--- src/rtl/cpu_sequencer_if.sv ---
// Control and status lines between the sequencer
// and the 8-bit single-bus datapath.
interface cpu_sequencer_if #(
  parameter int DATA_W = 8
);
  logic              i_aluFlagN;
  logic              i_aluFlagZ;
  logic [DATA_W-1:0] i_instruction;
  logic              o_ctrlAluOE;
  logic              o_ctrlAluSubShiftDir;
  logic [1:0]        o_ctrlAluOp;
  logic              o_ctrlAluBWr;
  logic              o_ctrlRegWr0;
  logic              o_ctrlRegWr1;
  logic              o_ctrlRegBusSel;
  logic              o_ctrlRegBusEn;
  logic              o_ctrlAluSel;
  logic              o_ctrlRamAddressEn;
  logic              o_ctrlRamWriteEn;
  logic              o_ctrlRamReadDataSelect;
  logic              o_ctrlRamOE;
  logic              o_ctrlLoadPC;
  logic              o_ctrlIncrPC;
  logic              o_ctrlPCOe;
  logic              o_halted;

  modport master (
    input  i_aluFlagN, i_aluFlagZ, i_instruction,
    output o_ctrlAluOE, o_ctrlAluSubShiftDir,
    output o_ctrlAluOp, o_ctrlAluBWr,
    output o_ctrlRegWr0, o_ctrlRegWr1,
    output o_ctrlRegBusSel, o_ctrlRegBusEn,
    output o_ctrlAluSel, o_ctrlRamAddressEn,
    output o_ctrlRamWriteEn, o_ctrlRamReadDataSelect,
    output o_ctrlRamOE, o_ctrlLoadPC,
    output o_ctrlIncrPC, o_ctrlPCOe, o_halted
  );

  modport slave (
    output i_aluFlagN, i_aluFlagZ, i_instruction,
    input  o_ctrlAluOE, o_ctrlAluSubShiftDir,
    input  o_ctrlAluOp, o_ctrlAluBWr,
    input  o_ctrlRegWr0, o_ctrlRegWr1,
    input  o_ctrlRegBusSel, o_ctrlRegBusEn,
    input  o_ctrlAluSel, o_ctrlRamAddressEn,
    input  o_ctrlRamWriteEn, o_ctrlRamReadDataSelect,
    input  o_ctrlRamOE, o_ctrlLoadPC,
    input  o_ctrlIncrPC, o_ctrlPCOe, o_halted
  );
endinterface

--- src/rtl/cpu_sequencer.sv ---
// Fetch/decode/execute sequencer for the 8-bit
// single-bus datapath; one instruction at a time.
module cpu_sequencer #(
  parameter int DATA_W     = 8,
  parameter bit FLAG_LATCH = 1'b1
) (
  input  logic           i_clk,
  input  logic           i_reset,
  cpu_sequencer_if.master bus
);

  typedef enum logic [3:0] {
    RESET, FETCH_A, FETCH_D, DECODE, IMM_A,
    IMM_D, MEM, ALU_B, ALU_Y, HALT
  } state_t;

  localparam logic [2:0] CLS_NOP = 3'd0;
  localparam logic [2:0] CLS_LDI = 3'd1;
  localparam logic [2:0] CLS_LD  = 3'd2;
  localparam logic [2:0] CLS_ST  = 3'd3;
  localparam logic [2:0] CLS_ALU = 3'd4;
  localparam logic [2:0] CLS_JMP = 3'd5;
  localparam logic [2:0] CLS_BR  = 3'd6;
  localparam logic [2:0] CLS_HLT = 3'd7;

  state_t            state;
  logic [DATA_W-1:0] ir;
  logic              flagN;
  logic              flagZ;

  logic [2:0] cls;
  logic       rd;
  logic       rs;
  logic       isNop, isLdi, isLd, isSt;
  logic       isAlu, isJmp, isBr, isHlt;
  logic       condN, condZ, brTake;

  assign cls   = ir[7:5];
  assign rd    = ir[4];
  assign rs    = ir[3];
  assign isNop = (cls == CLS_NOP);
  assign isLdi = (cls == CLS_LDI);
  assign isLd  = (cls == CLS_LD);
  assign isSt  = (cls == CLS_ST);
  assign isAlu = (cls == CLS_ALU);
  assign isJmp = (cls == CLS_JMP);
  assign isBr  = (cls == CLS_BR);
  assign isHlt = (cls == CLS_HLT);

  // cond: 00 Z, 01 !Z, 10 N, 11 !N
  assign condN  = FLAG_LATCH ? flagN : bus.i_aluFlagN;
  assign condZ  = FLAG_LATCH ? flagZ : bus.i_aluFlagZ;
  assign brTake = ir[1] ? (condN ^ ir[0])
                        : (condZ ^ ir[0]);

  // State, instruction register and latched flags.
  always_ff @(posedge i_clk or posedge i_reset) begin
    if (i_reset) begin
      state <= RESET;
      ir    <= '0;
      flagN <= 1'b0;
      flagZ <= 1'b0;
    end else begin
      unique case (state)
        RESET:   state <= FETCH_A;
        FETCH_A: state <= FETCH_D;
        FETCH_D: begin
          ir    <= bus.i_instruction;
          state <= DECODE;
        end
        DECODE: begin
          unique case (1'b1)
            isNop:   state <= FETCH_A;
            isHlt:   state <= HALT;
            isAlu:   state <= ALU_B;
            default: state <= IMM_A;
          endcase
        end
        IMM_A:   state <= IMM_D;
        IMM_D:   state <= (isLd || isSt) ? MEM : FETCH_A;
        MEM:     state <= FETCH_A;
        ALU_B:   state <= ALU_Y;
        ALU_Y: begin
          flagN <= bus.i_aluFlagN;
          flagZ <= bus.i_aluFlagZ;
          state <= FETCH_A;
        end
        HALT:    state <= HALT;
        default: state <= RESET;
      endcase
    end
  end

  // Moore decode of control lines from state and IR.
  always_comb begin
    bus.o_ctrlAluOE             = 1'b0;
    bus.o_ctrlAluSubShiftDir    = 1'b0;
    bus.o_ctrlAluOp             = 2'b00;
    bus.o_ctrlAluBWr            = 1'b0;
    bus.o_ctrlRegWr0            = 1'b0;
    bus.o_ctrlRegWr1            = 1'b0;
    bus.o_ctrlRegBusSel         = 1'b0;
    bus.o_ctrlRegBusEn          = 1'b0;
    bus.o_ctrlAluSel            = 1'b0;
    bus.o_ctrlRamAddressEn      = 1'b0;
    bus.o_ctrlRamWriteEn        = 1'b0;
    bus.o_ctrlRamReadDataSelect = 1'b0;
    bus.o_ctrlRamOE             = 1'b0;
    bus.o_ctrlLoadPC            = 1'b0;
    bus.o_ctrlIncrPC            = 1'b0;
    bus.o_ctrlPCOe              = 1'b0;
    bus.o_halted                = (state == HALT);
    unique case (state)
      FETCH_A, IMM_A: begin
        bus.o_ctrlPCOe         = 1'b1;
        bus.o_ctrlRamAddressEn = 1'b1;
      end
      FETCH_D: begin
        bus.o_ctrlRamOE  = 1'b1;
        bus.o_ctrlIncrPC = 1'b1;
      end
      IMM_D: begin
        bus.o_ctrlRamOE = 1'b1;
        unique case (1'b1)
          isLdi: begin
            bus.o_ctrlRegWr0 = ~rd;
            bus.o_ctrlRegWr1 = rd;
            bus.o_ctrlIncrPC = 1'b1;
          end
          isLd || isSt: begin
            bus.o_ctrlRamAddressEn = 1'b1;
            bus.o_ctrlIncrPC       = 1'b1;
          end
          isJmp: bus.o_ctrlLoadPC = 1'b1;
          isBr: begin
            bus.o_ctrlLoadPC = brTake;
            bus.o_ctrlIncrPC = ~brTake;
          end
          default: ;
        endcase
      end
      MEM: begin
        if (isLd) begin
          bus.o_ctrlRamOE  = 1'b1;
          bus.o_ctrlRegWr0 = ~rd;
          bus.o_ctrlRegWr1 = rd;
        end else begin
          bus.o_ctrlRegBusEn   = 1'b1;
          bus.o_ctrlRegBusSel  = rd;
          bus.o_ctrlRamWriteEn = 1'b1;
        end
      end
      ALU_B: begin
        bus.o_ctrlRegBusEn       = 1'b1;
        bus.o_ctrlRegBusSel      = rs;
        bus.o_ctrlAluBWr         = 1'b1;
        bus.o_ctrlAluOp          = ir[2:1];
        bus.o_ctrlAluSubShiftDir = ir[0];
      end
      ALU_Y: begin
        bus.o_ctrlAluSel         = rd;
        bus.o_ctrlAluOp          = ir[2:1];
        bus.o_ctrlAluSubShiftDir = ir[0];
        bus.o_ctrlAluOE          = 1'b1;
        bus.o_ctrlRegWr0         = ~rd;
        bus.o_ctrlRegWr1         = rd;
      end
      default: ;
    endcase
  end

endmodule

--- src/flat_wrapper.sv ---
// flat-port wrapper written by rule: the top's interface ports become plain ports
module cpu_sequencer_flat 
#(
  parameter int DATA_W     = 8,
  parameter bit FLAG_LATCH = 1'b1
)
  (i_clk, i_reset, bus_i_aluFlagN, bus_i_aluFlagZ, bus_i_instruction, bus_o_ctrlAluOE, bus_o_ctrlAluSubShiftDir, bus_o_ctrlAluOp, bus_o_ctrlAluBWr, bus_o_ctrlRegWr0, bus_o_ctrlRegWr1, bus_o_ctrlRegBusSel, bus_o_ctrlRegBusEn, bus_o_ctrlAluSel, bus_o_ctrlRamAddressEn, bus_o_ctrlRamWriteEn, bus_o_ctrlRamReadDataSelect, bus_o_ctrlRamOE, bus_o_ctrlLoadPC, bus_o_ctrlIncrPC, bus_o_ctrlPCOe, bus_o_halted);
  cpu_sequencer_if #(.DATA_W(DATA_W)) bus_i ();
  input  logic i_clk;
  input  logic i_reset;
  input wire logic [$bits(bus_i.i_aluFlagN)-1:0] bus_i_aluFlagN;
  input wire logic [$bits(bus_i.i_aluFlagZ)-1:0] bus_i_aluFlagZ;
  input wire logic [$bits(bus_i.i_instruction)-1:0] bus_i_instruction;
  output wire logic [$bits(bus_i.o_ctrlAluOE)-1:0] bus_o_ctrlAluOE;
  output wire logic [$bits(bus_i.o_ctrlAluSubShiftDir)-1:0] bus_o_ctrlAluSubShiftDir;
  output wire logic [$bits(bus_i.o_ctrlAluOp)-1:0] bus_o_ctrlAluOp;
  output wire logic [$bits(bus_i.o_ctrlAluBWr)-1:0] bus_o_ctrlAluBWr;
  output wire logic [$bits(bus_i.o_ctrlRegWr0)-1:0] bus_o_ctrlRegWr0;
  output wire logic [$bits(bus_i.o_ctrlRegWr1)-1:0] bus_o_ctrlRegWr1;
  output wire logic [$bits(bus_i.o_ctrlRegBusSel)-1:0] bus_o_ctrlRegBusSel;
  output wire logic [$bits(bus_i.o_ctrlRegBusEn)-1:0] bus_o_ctrlRegBusEn;
  output wire logic [$bits(bus_i.o_ctrlAluSel)-1:0] bus_o_ctrlAluSel;
  output wire logic [$bits(bus_i.o_ctrlRamAddressEn)-1:0] bus_o_ctrlRamAddressEn;
  output wire logic [$bits(bus_i.o_ctrlRamWriteEn)-1:0] bus_o_ctrlRamWriteEn;
  output wire logic [$bits(bus_i.o_ctrlRamReadDataSelect)-1:0] bus_o_ctrlRamReadDataSelect;
  output wire logic [$bits(bus_i.o_ctrlRamOE)-1:0] bus_o_ctrlRamOE;
  output wire logic [$bits(bus_i.o_ctrlLoadPC)-1:0] bus_o_ctrlLoadPC;
  output wire logic [$bits(bus_i.o_ctrlIncrPC)-1:0] bus_o_ctrlIncrPC;
  output wire logic [$bits(bus_i.o_ctrlPCOe)-1:0] bus_o_ctrlPCOe;
  output wire logic [$bits(bus_i.o_halted)-1:0] bus_o_halted;
  assign bus_i.i_aluFlagN = bus_i_aluFlagN;
  assign bus_i.i_aluFlagZ = bus_i_aluFlagZ;
  assign bus_i.i_instruction = bus_i_instruction;
  assign bus_o_ctrlAluOE = bus_i.o_ctrlAluOE;
  assign bus_o_ctrlAluSubShiftDir = bus_i.o_ctrlAluSubShiftDir;
  assign bus_o_ctrlAluOp = bus_i.o_ctrlAluOp;
  assign bus_o_ctrlAluBWr = bus_i.o_ctrlAluBWr;
  assign bus_o_ctrlRegWr0 = bus_i.o_ctrlRegWr0;
  assign bus_o_ctrlRegWr1 = bus_i.o_ctrlRegWr1;
  assign bus_o_ctrlRegBusSel = bus_i.o_ctrlRegBusSel;
  assign bus_o_ctrlRegBusEn = bus_i.o_ctrlRegBusEn;
  assign bus_o_ctrlAluSel = bus_i.o_ctrlAluSel;
  assign bus_o_ctrlRamAddressEn = bus_i.o_ctrlRamAddressEn;
  assign bus_o_ctrlRamWriteEn = bus_i.o_ctrlRamWriteEn;
  assign bus_o_ctrlRamReadDataSelect = bus_i.o_ctrlRamReadDataSelect;
  assign bus_o_ctrlRamOE = bus_i.o_ctrlRamOE;
  assign bus_o_ctrlLoadPC = bus_i.o_ctrlLoadPC;
  assign bus_o_ctrlIncrPC = bus_i.o_ctrlIncrPC;
  assign bus_o_ctrlPCOe = bus_i.o_ctrlPCOe;
  assign bus_o_halted = bus_i.o_halted;
  cpu_sequencer #(.DATA_W(DATA_W), .FLAG_LATCH(FLAG_LATCH)) u_core (.i_clk(i_clk), .i_reset(i_reset), .bus(bus_i));
endmodule
--- config.mk ---
export PLATFORM = sky130hd
export DESIGN_NAME = cpu_sequencer_flat
export DESIGN_NICKNAME = d
export VERILOG_FILES = /design/src/rtl/cpu_sequencer_if.sv /design/src/rtl/cpu_sequencer.sv /design/src/flat_wrapper.sv
export SDC_FILE = /design/constraint.sdc
export NUM_CORES = 1
export LEC_CHECK = 0
export ABC_AREA = 0
export BUFFER_PORTS_ARGS = -buffer_cell sky130_fd_sc_hd__buf_2
export CORE_ASPECT_RATIO = 0.9
export CORE_UTILIZATION = 44
export CTS_CLUSTER_SIZE = 14
export DETAILED_ROUTE_END_ITERATION = 10
export PLACE_DENSITY = 0.81
export SKIP_CTS_REPAIR_TIMING = 1
export SYNTH_ARGS = -nofsm -noshare
export SYNTH_HDL_FRONTEND = slang
export SYNTH_SLANG_ARGS = --single-unit
export TNS_END_PERCENT = 100
--- constraint.sdc ---
create_clock -name i_clk -period 1.47 [get_ports i_clk]
set_input_delay 0.147 -clock i_clk [delete_from_list [all_inputs] [get_ports i_clk]]
set_output_delay 0.147 -clock i_clk [all_outputs]
set_load 0.005 [all_outputs]
# == After elaboration in Yosys (flattened, before gate mapping) ==
# Cells that the tools add are included.
# word_totals
regBits,14
input_bits,12
output_inout_bits,18
elab_cells,61
# classes
n_eq_ne,16
n_mux,29
n_bitwise,4
reduce_logical,8
# op_table
cell,n
$pmux 4 s8,1
$eq 4x3->1 const B,4
$mux 1,16
$pmux 1 s2,7
$eq 3x3->1 const B,4
$pmux 4 s3,1
$eq 4x2->1 const B,2
$eq 4x4->1 const B,2
$reduce_or 2->1,4
$eq 3x2->1 const B,2
$pmux 1 s3,2
$eq 4x1->1 const B,1
$logic_not 4->1,1
$eq 3x1->1 const B,1
$logic_not 3->1,1
$mux 3,1
$reduce_or 3->1,1
$mux 2,1
$not 1->1,2
$xor 1x1->1,2
$logic_or 1x1->1,1

# == Logic depth before layout (Yosys ltp) ==
# Gate-level depths: netlist of the first run.
# logic_depth
depth_word,5
mapped_depth,5
mapped_depth_nobuf,3

# == Worst setup path before layout of the first run ==
# No wires, ideal clock.
# synth_path
kind,register to register
from,reg u_core.state[0]
to,reg u_core.ir[0]
setup_ns,0.125
arrival_time_ns,1.367
required_ns,1.345
path_slack_ns,-0.022
path_stages_with_launch,5
n_path_buf,2
synth_period_minus_slack_ns,1.492
cell_sequence,dfrtp_1 > buf_2 > nor4b_2 > buf_4 > mux2_2
# synth_via
elab_chain_cells,1
# synth_lines
item,line,source
start: declaration,cpu_sequencer.sv:26,state_t state;
start signal: assignment,cpu_sequencer.sv:80,IMM_D: state <= (isLd || isSt) ? MEM : FETCH_A;
$eq 4x2->1,cpu_sequencer.sv:64,unique case (state)
end signal: assignment,cpu_sequencer.sv:68,ir <= bus.i_instruction;
end: declaration,cpu_sequencer.sv:27,logic [DATA_W-1:0] ir;
# No other way between the ends.
# A chain may end at the register's enable or synchronous reset.

# == Final worst setup path of the first run ==
# layout_path
from,reg u_core.ir[7]
to,out bus_o_ctrlRegWr0
# layout_via
elab_chain_cells,3
elab_cells_between_ends,5
cone_classes,eq/ne: 2; mux: 3
# layout_lines
item,line,source
$eq 3x2->1 / $eq 3x1->1 (equally long branches),"cpu_sequencer.sv:43, cpu_sequencer.sv:42",
"$mux 1, on equally long branches","cpu_sequencer.sv:143, cpu_sequencer.sv:124",
$pmux 1 s3 *,cpu_sequencer.sv:113,unique case (state)
end: declaration,flat_wrapper.sv:18,output wire logic [$bits(bus_i.o_ctrlRegWr0)-1:0] bus_o_ctrlRegWr0;
# Every way passes the cells marked *; elsewhere a longest branch is shown, timed or not.

==> results of run 1 <==
==> cells by family after synthesis <==
family | Yosys count | share of synthesized area
other | 1 | 0.003991
flip-flops | 14 | 0.3728
XOR/XNOR | 2 | 0.01865
multiplexers | 10 | 0.1185
AO/OA/AOI/OAI | 22 | 0.1611
buffers and inverters | 12 | 0.06391
AND/OR/NAND/NOR | 34 | 0.2610
==> worst min path at each step <==
stage	startpoint	to	slack (ns)	cells past startpoint
global route	bus_i_instruction[2]	u_core.ir[2]$_DFFE_PP0P_	0.08	2
floorplan	i_reset	u_core.condN$_DFFE_PP0N_	0.04	1
CTS	i_reset	u_core.condZ$_DFFE_PP0N_	-0.1	2
global placement	i_reset	u_core.ir[4]$_DFFE_PP0P_	0.20	2
finish	bus_i_aluFlagN	u_core.condN$_DFFE_PP0N_	0.09	2
detailed placement	i_reset	u_core.ir[7]$_DFFE_PP0P_	0.21	2
==> flip-flops by register name (all words and copies together), names as in the netlist <==
| signal | flops |
|---|---|
| u_core.condN | 1 |
| u_core.condZ | 1 |
| u_core.ir | 8 |
| u_core.state | 4 |
==> worst reg2reg max path: cells and delay by family, from the launching register on <==
family / cells / cell delay (ns)
mux: 1 / 0.28
flops: 1 / 0.48
buf+inv: 3 / 0.40
simple gates: 1 / 0.35
==> stage by stage <==
step	power (mW)	cells	setup TNS, ns	setup slack (ns)	hold WS (ns)
floorplan	1.699	95	-0.0006021	-0.0006021	0.03622
global placement	2.212	158	-0.006103	-0.004754	0.2008
detailed placement	2.306	158	-0.1154	-0.04982	0.2080
CTS	2.525	161	-4.122	-0.3593	-0.09514
global route	3.236	167	-5.309	-0.4206	0.08251
finish	3.059	167	-4.128	-0.3753	0.08875
==> where the power goes <==
part | internal [mW] | switching [mW]
combinational | 1.11 | 0.938
clock | 0.0953 | 0.121
sequential | 0.577 | 0.215
total | 1.79 | 1.27
==> cell usage after synthesis (2+ instances only) <==
| library cell | n | share of area |
|---|---|---|
| dfrtp_1 | 14 | 0.37 |
| mux2_2 | 9 | 0.11 |
| o21ai_0 | 2 | 0.011 |
| inv_1 | 4 | 0.016 |
| nor3b_1 | 4 | 0.032 |
| a31o_2 | 2 | 0.019 |
| a211o_1 | 3 | 0.028 |
| nor2_1 | 4 | 0.016 |
| nor2b_1 | 3 | 0.020 |
| nand2_1 | 5 | 0.020 |
| buf_2 | 3 | 0.016 |
| xnor2_1 | 2 | 0.019 |
| clkbuf_1 | 2 | 0.0080 |
| buf_4 | 3 | 0.024 |
| nand3_1 | 2 | 0.011 |
| a21oi_1 | 7 | 0.037 |
| a31oi_1 | 2 | 0.013 |
| and2_1 | 4 | 0.027 |
==> layout make-up <==
class | count | area (sq um)
multi-input combinational | 69 | 659.4
fill | 134 | 504.2
timing repair buffer | 52 | 380.4
sequential | 14 | 354.1
tap | 25 | 31.28
clock buffer | 3 | 22.52
inverter | 4 | 18.77
==> per-layer routing <==
layer,vias up,share of wire
li1,444,-
met1,471,0.40
met2,40,0.53
met3,5,0.052
met4,0,0.015
met5,-,0
==> results_dict.tcl, run 1 <==
set metrics [dict create \
    run_status "finished, violations left" \
    violations "setup timing" \
    setup_ws_ns -0.3753 \
    grt-ovfl-total 0 \
    grt_pass1_vias 821 \
    die_w_um 50.71 \
    final_area_sq_um 1466 \
    r2r_end "u_core.condN$_DFFE_PP0N_" \
    synth.distinct_cells 38 \
    grt_pass1_wl_mm 3.739 \
    hold_class "in2reg" \
    numCtsBuffers 3 \
    rr_worst_depth 5 \
    syn_area_sq_um 939.7 \
    ys_seq_area_frac 0.3728 \
    path_max_fanout 3 \
    period_share 1.255 \
    async_flop_share 1.000 \
    drc 0 \
    cp_slowest_cell "or3b_4" \
    utilization 0.7441 \
    cp-end-kind "primary output" \
    finalSetupViolCount 23 \
    clock_skew_ns 0.008119 \
    via_per_inst 5.749 \
    fin_crit_ns 1.845 \
    path_depth 4 \
    vias 960 \
    path_buf_inv 1 \
    place_congestion 0.8537 \
    rows 15 \
    drt-total-wl_mm 2.765 \
    synth_seq_cells 14 \
    start_kind "flop" \
    io_buffers 28 \
    cts_max_level 1 \
    crit_chain "or3b_4 -> or3_4 -> a21oi_2 -> buf_2" \
    drive_gt1_frac 0.6479 \
    clock_sinks 14 \
    cp_data_arrival_time_ns 1.70 \
    synthToLayoutAreaGrowth_pct 56.06 \
    crit_start "u_core.ir[7]$_DFFE_PP0P_" \
    clkLatencyLatePin_ns 0.29 \
    boundaryPins 30 \
    slew_headroom 0.6214 \
    grt.total_usage 0.2216 \
    syn_nets 107 \
    tritoncts "done" \
    cts.reportedPaths.clkPinSlew_ns 0.08 \
    drt_iter0_markers 13 \
    root_buffer "clkbuf_4" \
    final_max_slew_viol_count 0 \
    diodes 0 \
    antenna_left 0 \
    start_util 0.4768 \
    ff2ff_setup_slack_ns -0.15 \
    maxCapViolCount 0 \
    rr_startpoint "u_core.state[0]$_DFF_PP0_" \
    crit_type "reg2out" \
    layout_commonest_cell "buf_2" \
    antenna_found_initial 0 \
    synth_top_flop_cell "dfrtp_1" \
    synth-edff-count 0 \
    mostFrequentLayoutCells "buf_2, buf_6, buf_4, dfrtp_1, mux2_2" \
    post-dp-hpwl_mm 1.832 \
    leakage_nw 0.6761 \
    met2_usage 0.3947 \
    postPlaceCellArea_sq_um 1210 \
    top_usage_layer "met2" \
    grt_max_degree 15 \
    grt_use_met1 0.2759 \
    finalHoldViolCount 0 \
    critPathTopFamily "simple AND/OR/NAND/NOR gates" \
    die_area_sq_um 2325 \
    use_met3 0.06000 \
    avgSynthCellArea_sq_um 9.891 \
    crit_end "bus_o_ctrlRegWr0" \
    tightestPinTransition_ns 0.5672 \
    die_h_um 45.84 \
    firstDrtPassIters 4 \
    cp.required_ns 1.32 \
    yosysWarnings 0 \
    core_sq_um 1971 \
    avgRoutedWirePerCell_um 16.56 \
    max_freq_ghz 0.5419 \
    finalNetCount 156 \
    rsz0062_at_grt "true" \
    power.density_nw_per_um2 2086 \
    cpPeakStageDelay_ns 0.40 \
    cts_buffer_depth 2 \
    syn_inst 95 \
    ir_drop_mv 1.554 \
]
Note: power is estimated with default switching activity, not from simulation.
==> run 2, diff against run 1 <==
--- a/config.mk
+++ b/config.mk
@@ -12,6 +12,7 @@
 export CTS_CLUSTER_SIZE = 14
 export DETAILED_ROUTE_END_ITERATION = 10
 export PLACE_DENSITY = 0.81
+export SETUP_SLACK_MARGIN = 0.5
 export SKIP_CTS_REPAIR_TIMING = 1
 export SYNTH_ARGS = -nofsm -noshare
 export SYNTH_HDL_FRONTEND = slang
==> constraint.sdc (replaced) <==
create_clock -name i_clk -period 1.6 [get_ports i_clk]
set_input_delay 0.16 -clock i_clk [delete_from_list [all_inputs] [get_ports i_clk]]
set_output_delay 0.16 -clock i_clk [all_outputs]
set_load 0.005 [all_outputs]
==> run 2 against run 1 <==
Net effect:
- the flow still finishes with violations (setup timing)
- final cell count fell by 6.0%
- global-route usage fell by 2.2 points
- sequential share of layout area rose by 1.6 points
- critical path depth did not move
- sequential power fell by 6.4%
- clock power rose by 22%
- combinational power fell by 20%
- non-clock buffer count fell by 11
- register-to-register slack improved by 0.29 ns
==> results_dict.tcl, run 2 (synthesis results as in run 1) <==
set metrics [dict create \
    cp-end-kind "primary output" \
    post-dp-hpwl_mm 1.711 \
    grt-ovfl-total 0 \
    path_depth 4 \
    rr_worst_depth 3 \
    layout_commonest_cell "buf_2" \
    io_buffers 28 \
    power_switching_mw 1.070 \
    cp.required_ns 1.44 \
    mostFrequentLayoutCells "buf_2, dfrtp_1, mux2_4, buf_4, buf_6" \
    finalSetupViolCount 10 \
    start_kind "flop" \
    fin_crit_ns 1.858 \
    seqPwrFrac 0.281 \
    met2_usage 0.3413 \
    tightestPinTransition_ns 0.5604 \
    whs_ns 0.08453 \
    final_max_slew_viol_count 0 \
    die_area_sq_um 2325 \
    rsz0062_at_grt "true" \
    finalNetCount 145 \
    finalHoldViolCount 0 \
    grt_max_degree 15 \
    drc 0 \
    clock_sinks 14 \
    ff2ff_setup_slack_ns 0.14 \
    drt_iter0_markers 22 \
    ir_drop_mv 1.203 \
    numCtsBuffers 3 \
    die_w_um 50.71 \
    dp_slack_ns 0.05834 \
    p_int_mw 1.564 \
    path_buf_inv 1 \
    cts.reportedPaths.clkPinSlew_ns 0.08 \
    antenna_left 0 \
    boundaryPins 30 \
    root_buffer "clkbuf_4" \
    core_sq_um 1971 \
    setup_ws_ns -0.2577 \
    max_freq_ghz 0.5383 \
    clkLatencyLatePin_ns 0.29 \
    leakage_nw 0.6649 \
    firstDrtPassIters 4 \
    rows 15 \
    cp_data_arrival_time_ns 1.70 \
    cts_max_level 1 \
    start_util 0.4768 \
    top_usage_layer "met2" \
    path_max_fanout 3 \
    grt.total_usage 0.1993 \
    grt_pass1_wl_mm 3.401 \
    power.density_nw_per_um2 1912 \
    combPwrFrac 0.619 \
    drt-total-wl_mm 2.396 \
    place_congestion 0.7511 \
    slew_headroom 0.6260 \
    switching_share 0.4062 \
    run_status "finished, violations left" \
    fillers 136 \
    use_met3 0.06000 \
    hold_class "in2reg" \
    avgRoutedWirePerCell_um 15.26 \
    antenna_found_initial 0 \
    whs_path_depth 3 \
    largest_reg_flops 8 \
    critPathTopFamily "simple AND/OR/NAND/NOR gates" \
    synthToLayoutAreaGrowth_pct 46.60 \
    clock_power_share 0.100 \
    regMostFlops "u_core.ir" \
    tritoncts "done" \
    grt_pass1_vias 766 \
    grt_use_met1 0.2602 \
    die_h_um 45.84 \
    violations "setup timing" \
    maxCapViolCount 0 \
    cts_buffer_depth 2 \
    crit_type "reg2out" \
    via_per_inst 5.618 \
    dp_cells 152 \
    cpPeakStageDelay_ns 0.42 \
    diodes 0 \
    cp_slowest_cell "or3b_4" \
    period_share 1.161 \
    largestRegisters "u_core.ir (8), u_core.state (4)" \
    vias 882 \
    clock_skew_ns 0.008260 \
    drive_gt1_frac 0.6288 \
    crit_chain "or3b_4 -> or3_4 -> a21boi_2 -> buf_2" \
    stdcell_count 157 \
]
## run 2: cell types whose count changed in the layout (fill, tap and decap cells not counted), moves of 4 or more
| cell | previous run | this run |
|---|---|---|
| mux2_2 | 7 | 1 |
| buf_4 | 11 | 7 |
| mux2_4 | 2 | 8 |
| buf_6 | 14 | 5 |
## run 2: stage by stage
step / setup TNS, ns / power [mW] / instance area, sq um / util
after floorplan: 0 / 1.712 / 1026 / -
after global placement: 0 / 2.069 / 1232 / 0.6254
after detailed placement: 0 / 2.120 / 1232 / 0.6254
after CTS: -1.955 / 2.379 / 1269 / 0.6438
after global routing: -2.173 / 2.788 / 1378 / 0.6990
final: -1.582 / 2.634 / 1378 / 0.6990
## run 2: metal layers
metal / vias up / wire, um / part of all wire
li1: 415 / - / -
met1: 425 / 1030 / 0.43
met2: 38 / 1178 / 0.49
met3: 4 / 167 / 0.070
met4: 0 / 19 / 0.0079
met5: - / 0 / 0
## run 2: path summary, 6_finish.rpt
check | from | end
max | u_core.ir[5]$_DFFE_PP0P_ | bus_o_ctrlRegWr1
min reg2reg | u_core.ir[2]$_DFFE_PP0P_ | u_core.ir[2]$_DFFE_PP0P_
min in group asynchronous | i_reset | u_core.ir[1]$_DFFE_PP0P_
max in group asynchronous | i_reset | u_core.state[3]$_DFF_PP0_
min | bus_i_instruction[7] | u_core.ir[7]$_DFFE_PP0P_
max reg2reg | u_core.state[0]$_DFF_PP0_ | u_core.ir[4]$_DFFE_PP0P_
## run 2: layout make-up
cell class / instances / area (sq um) / share of cell area
multi-input combinational: 69 / 665.6 / 0.4832
tap: 25 / 31.28 / 0.02271
sequential: 14 / 355.3 / 0.2579
timing repair buffer: 41 / 274.0 / 0.1989
inverter: 4 / 15.01 / 0.01090
clock buffer: 4 / 36.28 / 0.02634
## run 2: power by group through the flow
stage	combinational, mW	clock, mW	sequential [mW]
2_1_floorplan	1.08	0	0.634
3_3_place_gp	1.36	0	0.706
3_5_place_dp	1.40	0	0.723
4_1_cts	1.40	0.261	0.717
5_1_grt	1.74	0.282	0.762
6_report	1.63	0.264	0.741
## run 2: tightest hold or removal path: cells and delay by family
| kind | cells | cell delay, ns |
|---|---|---|
| AOI/OAI and AO/OA | 1 | 0.05 |
| buffers and inverters | 1 | 0.09 |
| and+or+nand+nor | 1 | 0.03 |
==> run 3, diff against run 2 <==
--- a/config.mk
+++ b/config.mk
@@ -12,6 +12,7 @@
 export CTS_CLUSTER_SIZE = 14
 export DETAILED_ROUTE_END_ITERATION = 10
 export PLACE_DENSITY = 0.81
+export RECOVER_POWER = 50
 export SETUP_SLACK_MARGIN = 0.5
 export SKIP_CTS_REPAIR_TIMING = 1
 export SYNTH_ARGS = -nofsm -noshare
==> run 3 against run 2 <==
Net effect:
- the run still ends with setup timing left
- first-iteration DRC count increased by 18%
- final cell count unchanged
- clock skew up 0.00096 ns
- setup slack gained 0.0021 ns
- highest routed layer unchanged
- utilization shrank 0.064 points
- total power barely moved
- maximum frequency is 0.11% higher
- wire length is 0.21% higher
- combinational power barely moved
- largest power group unchanged
- sequential power shrank 0.9%
- count of clock-buffer cells in the layout unchanged
- die area unchanged
==> results_dict.tcl, run 3 (synthesis results as in run 1) <==
set metrics [dict create \
    avgRoutedWirePerCell_um 15.29 \
    grt-ovfl-total 0 \
    finalHoldViolCount 0 \
    layout_commonest_cell "buf_2" \
    rsz0062_at_grt "true" \
    slew_headroom 0.6302 \
    maxCapViolCount 0 \
    largestRegisters "u_core.ir (8), u_core.state (4)" \
    crit_type "reg2out" \
    cpPeakStageDelay_ns 0.42 \
    drt-total-wl_mm 2.401 \
    clock_skew_ns 0.009216 \
    cp_data_arrival_time_ns 1.70 \
    die_w_um 50.71 \
    grt_pass1_wl_mm 3.401 \
    post-dp-hpwl_mm 1.711 \
    clock_sinks 14 \
    hold_class "in2reg" \
    start_util 0.4768 \
    grt.total_usage 0.1993 \
    rr_worst_depth 3 \
    finalNetCount 145 \
    setup_ws_ns -0.2556 \
    antenna_left 0 \
    grt_pass1_vias 766 \
    crit_chain "or3b_4 -> or3_4 -> a21boi_2 -> buf_2" \
    rows 15 \
    cts.reportedPaths.clkPinSlew_ns 0.08 \
    antenna_found_initial 0 \
    violations "setup timing" \
    regMostFlops "u_core.ir" \
    tritoncts "done" \
    tightestPinTransition_ns 0.5541 \
    power.density_nw_per_um2 1913 \
    leakage_nw 0.6673 \
    cp.required_ns 1.44 \
    diodes 0 \
    die_area_sq_um 2325 \
    final_max_slew_viol_count 0 \
    ir_drop_mv 1.210 \
    die_h_um 45.84 \
    firstDrtPassIters 4 \
    whs_ns 0.08299 \
    clkLatencyLatePin_ns 0.29 \
    start_kind "flop" \
    grt_max_degree 15 \
    run_status "finished, violations left" \
    mostFrequentLayoutCells "buf_2, dfrtp_1, mux2_4, buf_4, buf_6" \
    root_buffer "clkbuf_4" \
    largest_reg_flops 8 \
    place_congestion 0.7511 \
    cts_buffer_depth 2 \
    multiInputGateArea_sq_um 665.6 \
    drc 0 \
    core_sq_um 1971 \
    period_share 1.160 \
    drive_gt1_frac 0.6136 \
    fin_total_pwr_mw 2.632 \
    dp_slack_ns 0.05834 \
    boundaryPins 30 \
    drt_iter0_markers 26 \
    numCtsBuffers 3 \
    regArea_sq_um 354.1 \
    whs_path_depth 3 \
    max_freq_ghz 0.5389 \
    via_per_inst 5.631 \
    cp_slowest_cell "or3b_4" \
    path_max_fanout 3 \
    fin_crit_ns 1.856 \
    cp-end-kind "primary output" \
    cts_max_level 1 \
    io_buffers 28 \
    vias 884 \
    synthToLayoutAreaGrowth_pct 46.47 \
    finalSetupViolCount 12 \
    finalSetupTns_ns -1.698 \
    fillers 137 \
]
[run 3: cell types whose count changed in the layout (fill, tap and decap cells not counted)]
cell and delta:
dfrtp_1 +1, dfrtp_2 -1, inv_1 +1, inv_2 -1
[run 3: worst max-delay path: cells and delay by family, from the launching register on]
kind | cells | cell delay, ns
buf+inv | 1 | 0.12
compound gates | 1 | 0.12
simple gates | 2 | 0.79
flops | 1 | 0.39
[run 3: worst paths after layout]
kind | slack [ns] | start | end
max in group asynchronous | 0.75 | i_reset | u_core.state[3]$_DFF_PP0_
min reg2reg | 0.51 | u_core.ir[2]$_DFFE_PP0P_ | u_core.ir[2]$_DFFE_PP0P_
max reg2reg | 0.14 | u_core.state[0]$_DFF_PP0_ | u_core.ir[4]$_DFFE_PP0P_
max | -0.26 | u_core.ir[5]$_DFFE_PP0P_ | bus_o_ctrlRegWr1
min | 0.08 | bus_i_instruction[7] | u_core.ir[7]$_DFFE_PP0P_
min in group asynchronous | 0.45 | i_reset | u_core.ir[1]$_DFFE_PP0P_
[run 3: final cells by class]
class	instances	area share
clock buffers	4	0.02636
inverters	4	0.01091
multi-input cells	69	0.4836
flip-flops and latches	14	0.2573
well taps	25	0.02273
repair buffers	41	0.1991
[run 3: per-stage QoR]
stage	instance area (sq um)	util	instances
2_1_floorplan	1026	-	95
3_3_place_gp	1232	0.6254	152
3_5_place_dp	1232	0.6254	152
4_1_cts	1269	0.6438	156
5_1_grt	1376	0.6984	157
6_report	1376	0.6984	157
[run 3: where the power goes]
| group | switching, mW | internal (mW) | leakage [nW] |
|---|---|---|---|
| Clock | 0.127 | 0.139 | 0.0210 |
| Sequential | 0.203 | 0.530 | 0.166 |
| Combinational | 0.742 | 0.891 | 0.480 |
| Total | 1.07 | 1.56 | 0.667 |
[run 3: layer usage]
metal,share of wire,GRT usage
met4,0.0071,0.01667
met1,0.44,0.2602
met3,0.062,0.06000
met5,0,0
met2,0.50,0.3413
